<file path="config.mk">
export PLATFORM = sky130hd
export DESIGN_NAME = fwd_hazard_unit
export DESIGN_NICKNAME = d
export VERILOG_FILES = /design/src/rtl/fwd_hazard_unit_pkg.sv /design/src/rtl/fwd_hold_buf.sv /design/src/rtl/fwd_hazard_unit.sv
export SDC_FILE = /design/constraint.sdc
export NUM_CORES = 1
export LEC_CHECK = 0
export CELL_PAD_IN_SITES_DETAIL_PLACEMENT = 2
export CELL_PAD_IN_SITES_GLOBAL_PLACEMENT = 2
export CORE_MARGIN = 2
export CORE_UTILIZATION = 29
export CTS_CLUSTER_SIZE = 20
export DETAILED_ROUTE_END_ITERATION = 8
export PLACE_DENSITY_LB_ADDON = 0.1
export SYNTH_ARGS = -nofsm -noshare
export SYNTH_HDL_FRONTEND = slang
export SYNTH_HIERARCHICAL = 1
export SYNTH_SLANG_ARGS = --single-unit
</file>
<file path="constraint.sdc">
create_clock -name clk -period 7.2 [get_ports clk]
set_input_delay 0.72 -clock clk [delete_from_list [all_inputs] [get_ports clk]]
set_output_delay 0.72 -clock clk [all_outputs]
set_load 0.02 [all_outputs]
</file>
<file path="src/rtl/fwd_hazard_unit_pkg.sv">
// Shared rv32i types for the forwarding/hazard slice: register and word aliases,
// the hold-entry record and the regfile select code.
package fwd_hazard_unit_pkg;

    typedef logic [4:0]  rv32i_reg;
    typedef logic [31:0] rv32i_word;

    localparam int fwd_sel_regfile = 0;

    typedef struct packed {
        logic      valid;
        rv32i_reg  rd;
        rv32i_word data;
    } hold_entry_t;

    // Architectural register match; x0 never matches anything.
    function automatic logic reg_match(input rv32i_reg a, input rv32i_reg b);
        return (a == b) && (a != '0);
    endfunction

endpackage

</file>
<file path="src/rtl/fwd_hold_buf.sv">
// History of committed writebacks: a shift register (entry 0 youngest) with a
// parallel read-out of every entry for the bypass search.
module fwd_hold_buf
    import fwd_hazard_unit_pkg::*;
#(
    parameter int HOLD_DEPTH = 2,
    parameter int XLEN       = 32
) (
    input  logic                       clk,
    input  logic                       rst,
    input  logic                       push,
    input  logic [4:0]                 push_rd,
    input  logic [XLEN-1:0]            push_data,
    output logic [HOLD_DEPTH-1:0]      hold_valid,
    output logic [HOLD_DEPTH*5-1:0]    hold_rd,
    output logic [HOLD_DEPTH*XLEN-1:0] hold_data
);

    logic [HOLD_DEPTH-1:0] valid_reg;
    rv32i_reg              rd_reg   [HOLD_DEPTH];
    logic [XLEN-1:0]       data_reg [HOLD_DEPTH];

    genvar gi;
    generate
        for (gi = 0; gi < HOLD_DEPTH; gi++) begin : g_entry
            if (gi == 0) begin : g_head
                always_ff @(posedge clk or negedge rst) begin
                    if (!rst) begin
                        valid_reg[gi] <= 1'b0;
                        rd_reg[gi]    <= '0;
                        data_reg[gi]  <= '0;
                    end else if (push) begin
                        valid_reg[gi] <= 1'b1;
                        rd_reg[gi]    <= push_rd;
                        data_reg[gi]  <= push_data;
                    end
                end
            end else begin : g_tail
                always_ff @(posedge clk or negedge rst) begin
                    if (!rst) begin
                        valid_reg[gi] <= 1'b0;
                        rd_reg[gi]    <= '0;
                        data_reg[gi]  <= '0;
                    end else if (push) begin
                        valid_reg[gi] <= valid_reg[gi-1];
                        rd_reg[gi]    <= rd_reg[gi-1];
                        data_reg[gi]  <= data_reg[gi-1];
                    end
                end
            end

            assign hold_valid[gi]              = valid_reg[gi];
            assign hold_rd[gi*5 +: 5]          = rd_reg[gi];
            assign hold_data[gi*XLEN +: XLEN]  = data_reg[gi];
        end
    endgenerate

endmodule

</file>
<file path="src/rtl/fwd_hazard_unit.sv">
// Operand bypass and load-use hazard detection for the EX stage, with a
// saturating count of stalled cycles.
module fwd_hazard_unit
    import fwd_hazard_unit_pkg::*;
#(
    parameter int NUM_SRC        = 2,
    parameter int NUM_FWD_STAGES = 2,
    parameter int LOAD_LAT       = 1,
    parameter int HOLD_DEPTH     = 2,
    parameter int XLEN           = 32,
    localparam int SELW          = $clog2(NUM_FWD_STAGES + HOLD_DEPTH + 1)
) (
    input  logic                           clk,
    input  logic                           rst,
    input  logic [NUM_SRC*5-1:0]           ex_src_addr,
    input  logic [NUM_SRC-1:0]             ex_src_valid,
    input  logic [NUM_FWD_STAGES*5-1:0]    stg_rd,
    input  logic [NUM_FWD_STAGES-1:0]      stg_we,
    input  logic [NUM_FWD_STAGES-1:0]      stg_load,
    input  logic [NUM_FWD_STAGES*XLEN-1:0] stg_data,
    input  logic                           wb_commit,
    input  logic [4:0]                     wb_rd,
    input  logic [XLEN-1:0]                wb_data,
    input  logic                           cnt_clr,
    output logic [NUM_SRC-1:0]             src_fwd_flag,
    output logic [NUM_SRC*SELW-1:0]        src_fwd_sel,
    output logic [NUM_SRC*XLEN-1:0]        src_fwd_data,
    output logic                           stall_req,
    output logic [31:0]                    stall_cycles
);

    logic [HOLD_DEPTH-1:0]      hold_valid;
    logic [HOLD_DEPTH*5-1:0]    hold_rd;
    logic [HOLD_DEPTH*XLEN-1:0] hold_data;
    logic [NUM_SRC-1:0]         src_not_ready;
    logic [31:0]                stall_cycles_reg;

    fwd_hold_buf #(
        .HOLD_DEPTH (HOLD_DEPTH),
        .XLEN       (XLEN)
    ) u_hold_buf (
        .clk        (clk),
        .rst        (rst),
        .push       (wb_commit && (wb_rd != 5'd0)),
        .push_rd    (wb_rd),
        .push_data  (wb_data),
        .hold_valid (hold_valid),
        .hold_rd    (hold_rd),
        .hold_data  (hold_data)
    );

    genvar gi;
    generate
        for (gi = 0; gi < NUM_SRC; gi++) begin : g_src
            rv32i_reg        addr;
            logic            hit;
            logic            not_ready;
            logic [SELW-1:0] win_sel;
            logic [XLEN-1:0] win_data;

            assign addr = ex_src_addr[gi*5 +: 5];

            // Youngest match wins; once hit is set, older producers are ignored
            // even if they would stall.
            always_comb begin
                hit       = 1'b0;
                not_ready = 1'b0;
                win_sel   = '0;
                win_data  = '0;
                if (ex_src_valid[gi] && (addr != '0)) begin
                    for (int k = 0; k < NUM_FWD_STAGES; k++) begin
                        if (!hit && stg_we[k] && reg_match(stg_rd[k*5 +: 5], addr)) begin
                            hit       = 1'b1;
                            win_sel   = SELW'(k + 1);
                            win_data  = stg_data[k*XLEN +: XLEN];
                            not_ready = stg_load[k] && (k < LOAD_LAT);
                        end
                    end
                    for (int h = 0; h < HOLD_DEPTH; h++) begin
                        if (!hit && hold_valid[h] && (hold_rd[h*5 +: 5] == addr)) begin
                            hit      = 1'b1;
                            win_sel  = SELW'(1 + NUM_FWD_STAGES + h);
                            win_data = hold_data[h*XLEN +: XLEN];
                        end
                    end
                end
            end

            assign src_not_ready[gi]              = not_ready;
            assign src_fwd_flag[gi]               = hit && !not_ready;
            assign src_fwd_sel[gi*SELW +: SELW]   = src_fwd_flag[gi] ? win_sel
                                                                     : SELW'(fwd_sel_regfile);
            assign src_fwd_data[gi*XLEN +: XLEN]  = src_fwd_flag[gi] ? win_data : '0;
        end
    endgenerate

    assign stall_req = |src_not_ready;

    always_ff @(posedge clk or negedge rst) begin
        if (!rst) begin
            stall_cycles_reg <= '0;
        end else if (cnt_clr) begin
            stall_cycles_reg <= '0;
        end else if (stall_req && (stall_cycles_reg != 32'hFFFF_FFFF)) begin
            stall_cycles_reg <= stall_cycles_reg + 32'd1;
        end
    end

    assign stall_cycles = stall_cycles_reg;

endmodule

</file>
==> flow_metrics.env <==
export IMPL_h_tree_depth=3
export IMPL_cp_cell_sequence="clkdlybuf4s50_1 -> or4_1 -> o21ai_0 -> nand3b_1 -> and4b_1 -> buf_4 -> nand2_1 -> a21oi_1 -> clkdlybuf4s50_1"
export IMPL_slew_headroom_pct=27.93
export IMPL_status="complete, no violations"
export IMPL_ys_ff_latch=108
export IMPL_synth_edf_count=0
export IMPL_setup_viol=0
export IMPL_place_congestion=0.7479
export IMPL_synth_async_reset_ratio_pct=100.0
export IMPL_criticalPathCategory="in2out"
export IMPL_syn_to_final_growth_pct=37.92
export IMPL_hold_viol=0
export IMPL_post_dp_hpwl_um=20650
export IMPL_path_clk_slew_ns=0.08
export IMPL_endpoint_kind="primary output"
export IMPL_r2r_slack_ns=4.52
export IMPL_syn_inst=914
export IMPL_place_area_um2=9948
export IMPL_crit_fanout=21
export IMPL_p_per_area_nw_per_um2=153.6
export IMPL_post_drt_via_cell_ratio=5.478
export IMPL_die_area_um2=26950
export IMPL_cts_buffer_depth=2
export IMPL_antenna_found_initial=2
export IMPL_timing_fmax_ghz=0.1693
export IMPL_drv_slew=0
export IMPL_reg2reg_to="stall_cycles[0]"
export IMPL_tightest_slew_ns=1.081
export IMPL_crit_arrival_ns=5.19
export IMPL_hold_buffers=0
export IMPL_grt_pass1_wl_um=48780
export IMPL_reg2reg_from="stall_cycles[20]"
export IMPL_grt_overflow_total=0
export IMPL_synth_cell_types=42
export IMPL_cts_setup_buffers=0
export IMPL_ant_nets=0
export IMPL_grt_use_total_pct=23.31
export IMPL_place_ws_ns=1.289
export IMPL_cp_common_cell="clkdlybuf4s50_1"
export IMPL_crit_path_start_kind="primary input"
export IMPL_layout_nets=1223
export IMPL_ctsResizeCount=0
export IMPL_pin_count=236
export IMPL_fin_skew_ns=0.01133
export IMPL_finalInstanceArea_um2=10260
export IMPL_ir_drop_mv=0.1038
export IMPL_critPathRequiredTime_ns=6.48
export IMPL_crit_family="simple AND/OR/NAND/NOR gates"
export IMPL_port_buffers=234
export IMPL_fin_util_pct=40.75
export IMPL_max_stage_delay_ns=0.98
export IMPL_slowest_stage="and4b_1"
export IMPL_ys_warn_count=6
export IMPL_drtIter0Drc=323
export IMPL_coreArea_um2=25180
export IMPL_fin_tns_setup_ns=0
export IMPL_syn_nets=1046
export IMPL_p_leak_nw=3.643
export IMPL_die_y_um=164.2
export IMPL_cts_sinks=108
export IMPL_rsz0062_at_grt="false"
export IMPL_cts_root_buf="clkbuf_16"
export IMPL_grt_pass1_vias=8511
export IMPL_drc_errors=0
export IMPL_rr_worst_depth=5
export IMPL_dr_pass1_iters=4
export IMPL_timing_final_crit_share_pct=82.04
export IMPL_setup_slack_ns=1.293
export IMPL_die_w_um=164.2
export IMPL_cts_tree="yes"
export IMPL_largest_register_ffs=64
export IMPL_syn_avg_cell_area_um2=8.140
export IMPL_cap_violations=0
export IMPL_numCtsBuffers=9
export IMPL_holdCritPathClass="in2async"
export IMPL_wl_per_cell_um=21.91
export IMPL_fin_crit_ns=5.907
export IMPL_drt_total_wl_um=31290
export IMPL_num_vias=7822
export IMPL_worstSkewPairLatency_ns=0.36
export IMPL_ys_seq_area_share_pct=36.33
export IMPL_final_layout_size_suffix_gt1_share_pct=7.391
export IMPL_num_rows=58
export IMPL_critPathBufInv=3
export IMPL_synth_area_um2=7440
export IMPL_grt_max_degree=77
export IMPL_start_util_pct=29.54
export IMPL_yosys_most_used_dff="dfrtp_1"
export IMPL_whs_ns=0.3331
-- metal layers --
| layer | share of wire, % | global-route usage [%] | routed length [um] | vias up |
|---|---|---|---|---|
| li1 | - | - | - | 3666 |
| met1 | 44 | 29.80 | 13870 | 3964 |
| met2 | 49 | 41.02 | 15470 | 169 |
| met3 | 4.9 | 3.586 | 1524 | 23 |
| met4 | 1.4 | 5.702 | 423 | 0 |
| met5 | 0 | 0 | 0 | - |
-- how the worst max path moves through the flow --
stage                   startpoint          endpoint  slack [ns]  cells past startpoint
global placement         stg_rd[1]  src_fwd_data[46]        1.40                      9
CTS                      stg_rd[1]  src_fwd_data[46]        1.29                      9
finish                   stg_rd[1]  src_fwd_data[46]        1.29                      9
floorplan           ex_src_addr[5]  src_fwd_data[54]        3.61                      9
detailed placement       stg_rd[1]  src_fwd_data[46]        1.29                      9
global route             stg_rd[1]  src_fwd_data[46]        1.06                      9
-- logic make-up after synthesis --
logic type      Yosys count  synth area share (%)
flops                   108                 36.33
xor+xnor                 40                 4.709
mux                      78                 11.79
buf+inv                  92                 5.769
fa+ha+maj                 1                0.1682
compound gates          262                 19.41
simple gates            333                 21.83
-- cell usage in the layout, fill, tap and decap left out, types with 3 or more instances in the layout --
cell,count
or4_1,15
nand2_1,149
o22ai_1,64
nand3_1,13
and3_1,9
clkdlybuf4s50_1,233
o21ai_0,89
nor4_1,3
or3_1,22
mux2_1,39
buf_4,18
inv_1,7
mux2_2,38
nor3_1,69
xnor2_1,14
nand4_1,13
clkbuf_16,9
nor2_1,12
nor2b_1,7
dfrtp_1,108
nand2b_1,3
o31ai_1,8
a21oi_1,94
nand3b_1,4
xor2_1,26
-- Yosys cell counts (8+ instances only) --
| cell | n | area, um2 |
|---|---|---|
| clkbuf_1 | 63 | 236.5 |
| xnor2_1 | 14 | 122.6 |
| mux2_1 | 39 | 439.2 |
| o22ai_1 | 64 | 400.4 |
| buf_6 | 8 | 90.09 |
| and3_1 | 9 | 56.30 |
| buf_2 | 10 | 50.05 |
| o31ai_1 | 8 | 60.06 |
| nor3_1 | 69 | 345.3 |
| dfrtp_1 | 108 | 2703 |
| or4_1 | 16 | 120.1 |
| nand3_1 | 13 | 65.06 |
| a21oi_1 | 94 | 470.5 |
| nand2_1 | 149 | 559.3 |
| nor2_1 | 12 | 45.04 |
| xor2_1 | 26 | 227.7 |
| mux2_2 | 38 | 427.9 |
| or3_1 | 22 | 137.6 |
| nand4_1 | 13 | 81.33 |
| o21ai_0 | 89 | 445.4 |
-- power by group --
group	internal, mW	switching [mW]	total, mW
logic	0.160	0.171	0.331
clock network	0.277	0.257	0.533
registers	0.663	0.0487	0.712
total	1.10	0.476	1.58
-- stage by stage --
stage	instances	power, mW
after global placement	1410	1.044
after floorplan	914	0.8908
after global routing	1427	1.654
after CTS	1426	1.598
final	1428	1.576
after detailed placement	1410	1.057
-- final cells by class --
cell class              instances  area, um2
fillers                      2827      14920
inverters                       7      26.28
well taps                     330      412.9
diodes                          2      5.005
clock inverters                 7      82.58
clock buffers                   9      225.2
multi-input cells             714       4339
repair buffers                251       2467
flip-flops and latches        108       2703
Note: power is estimated with default switching activity, not from simulation.
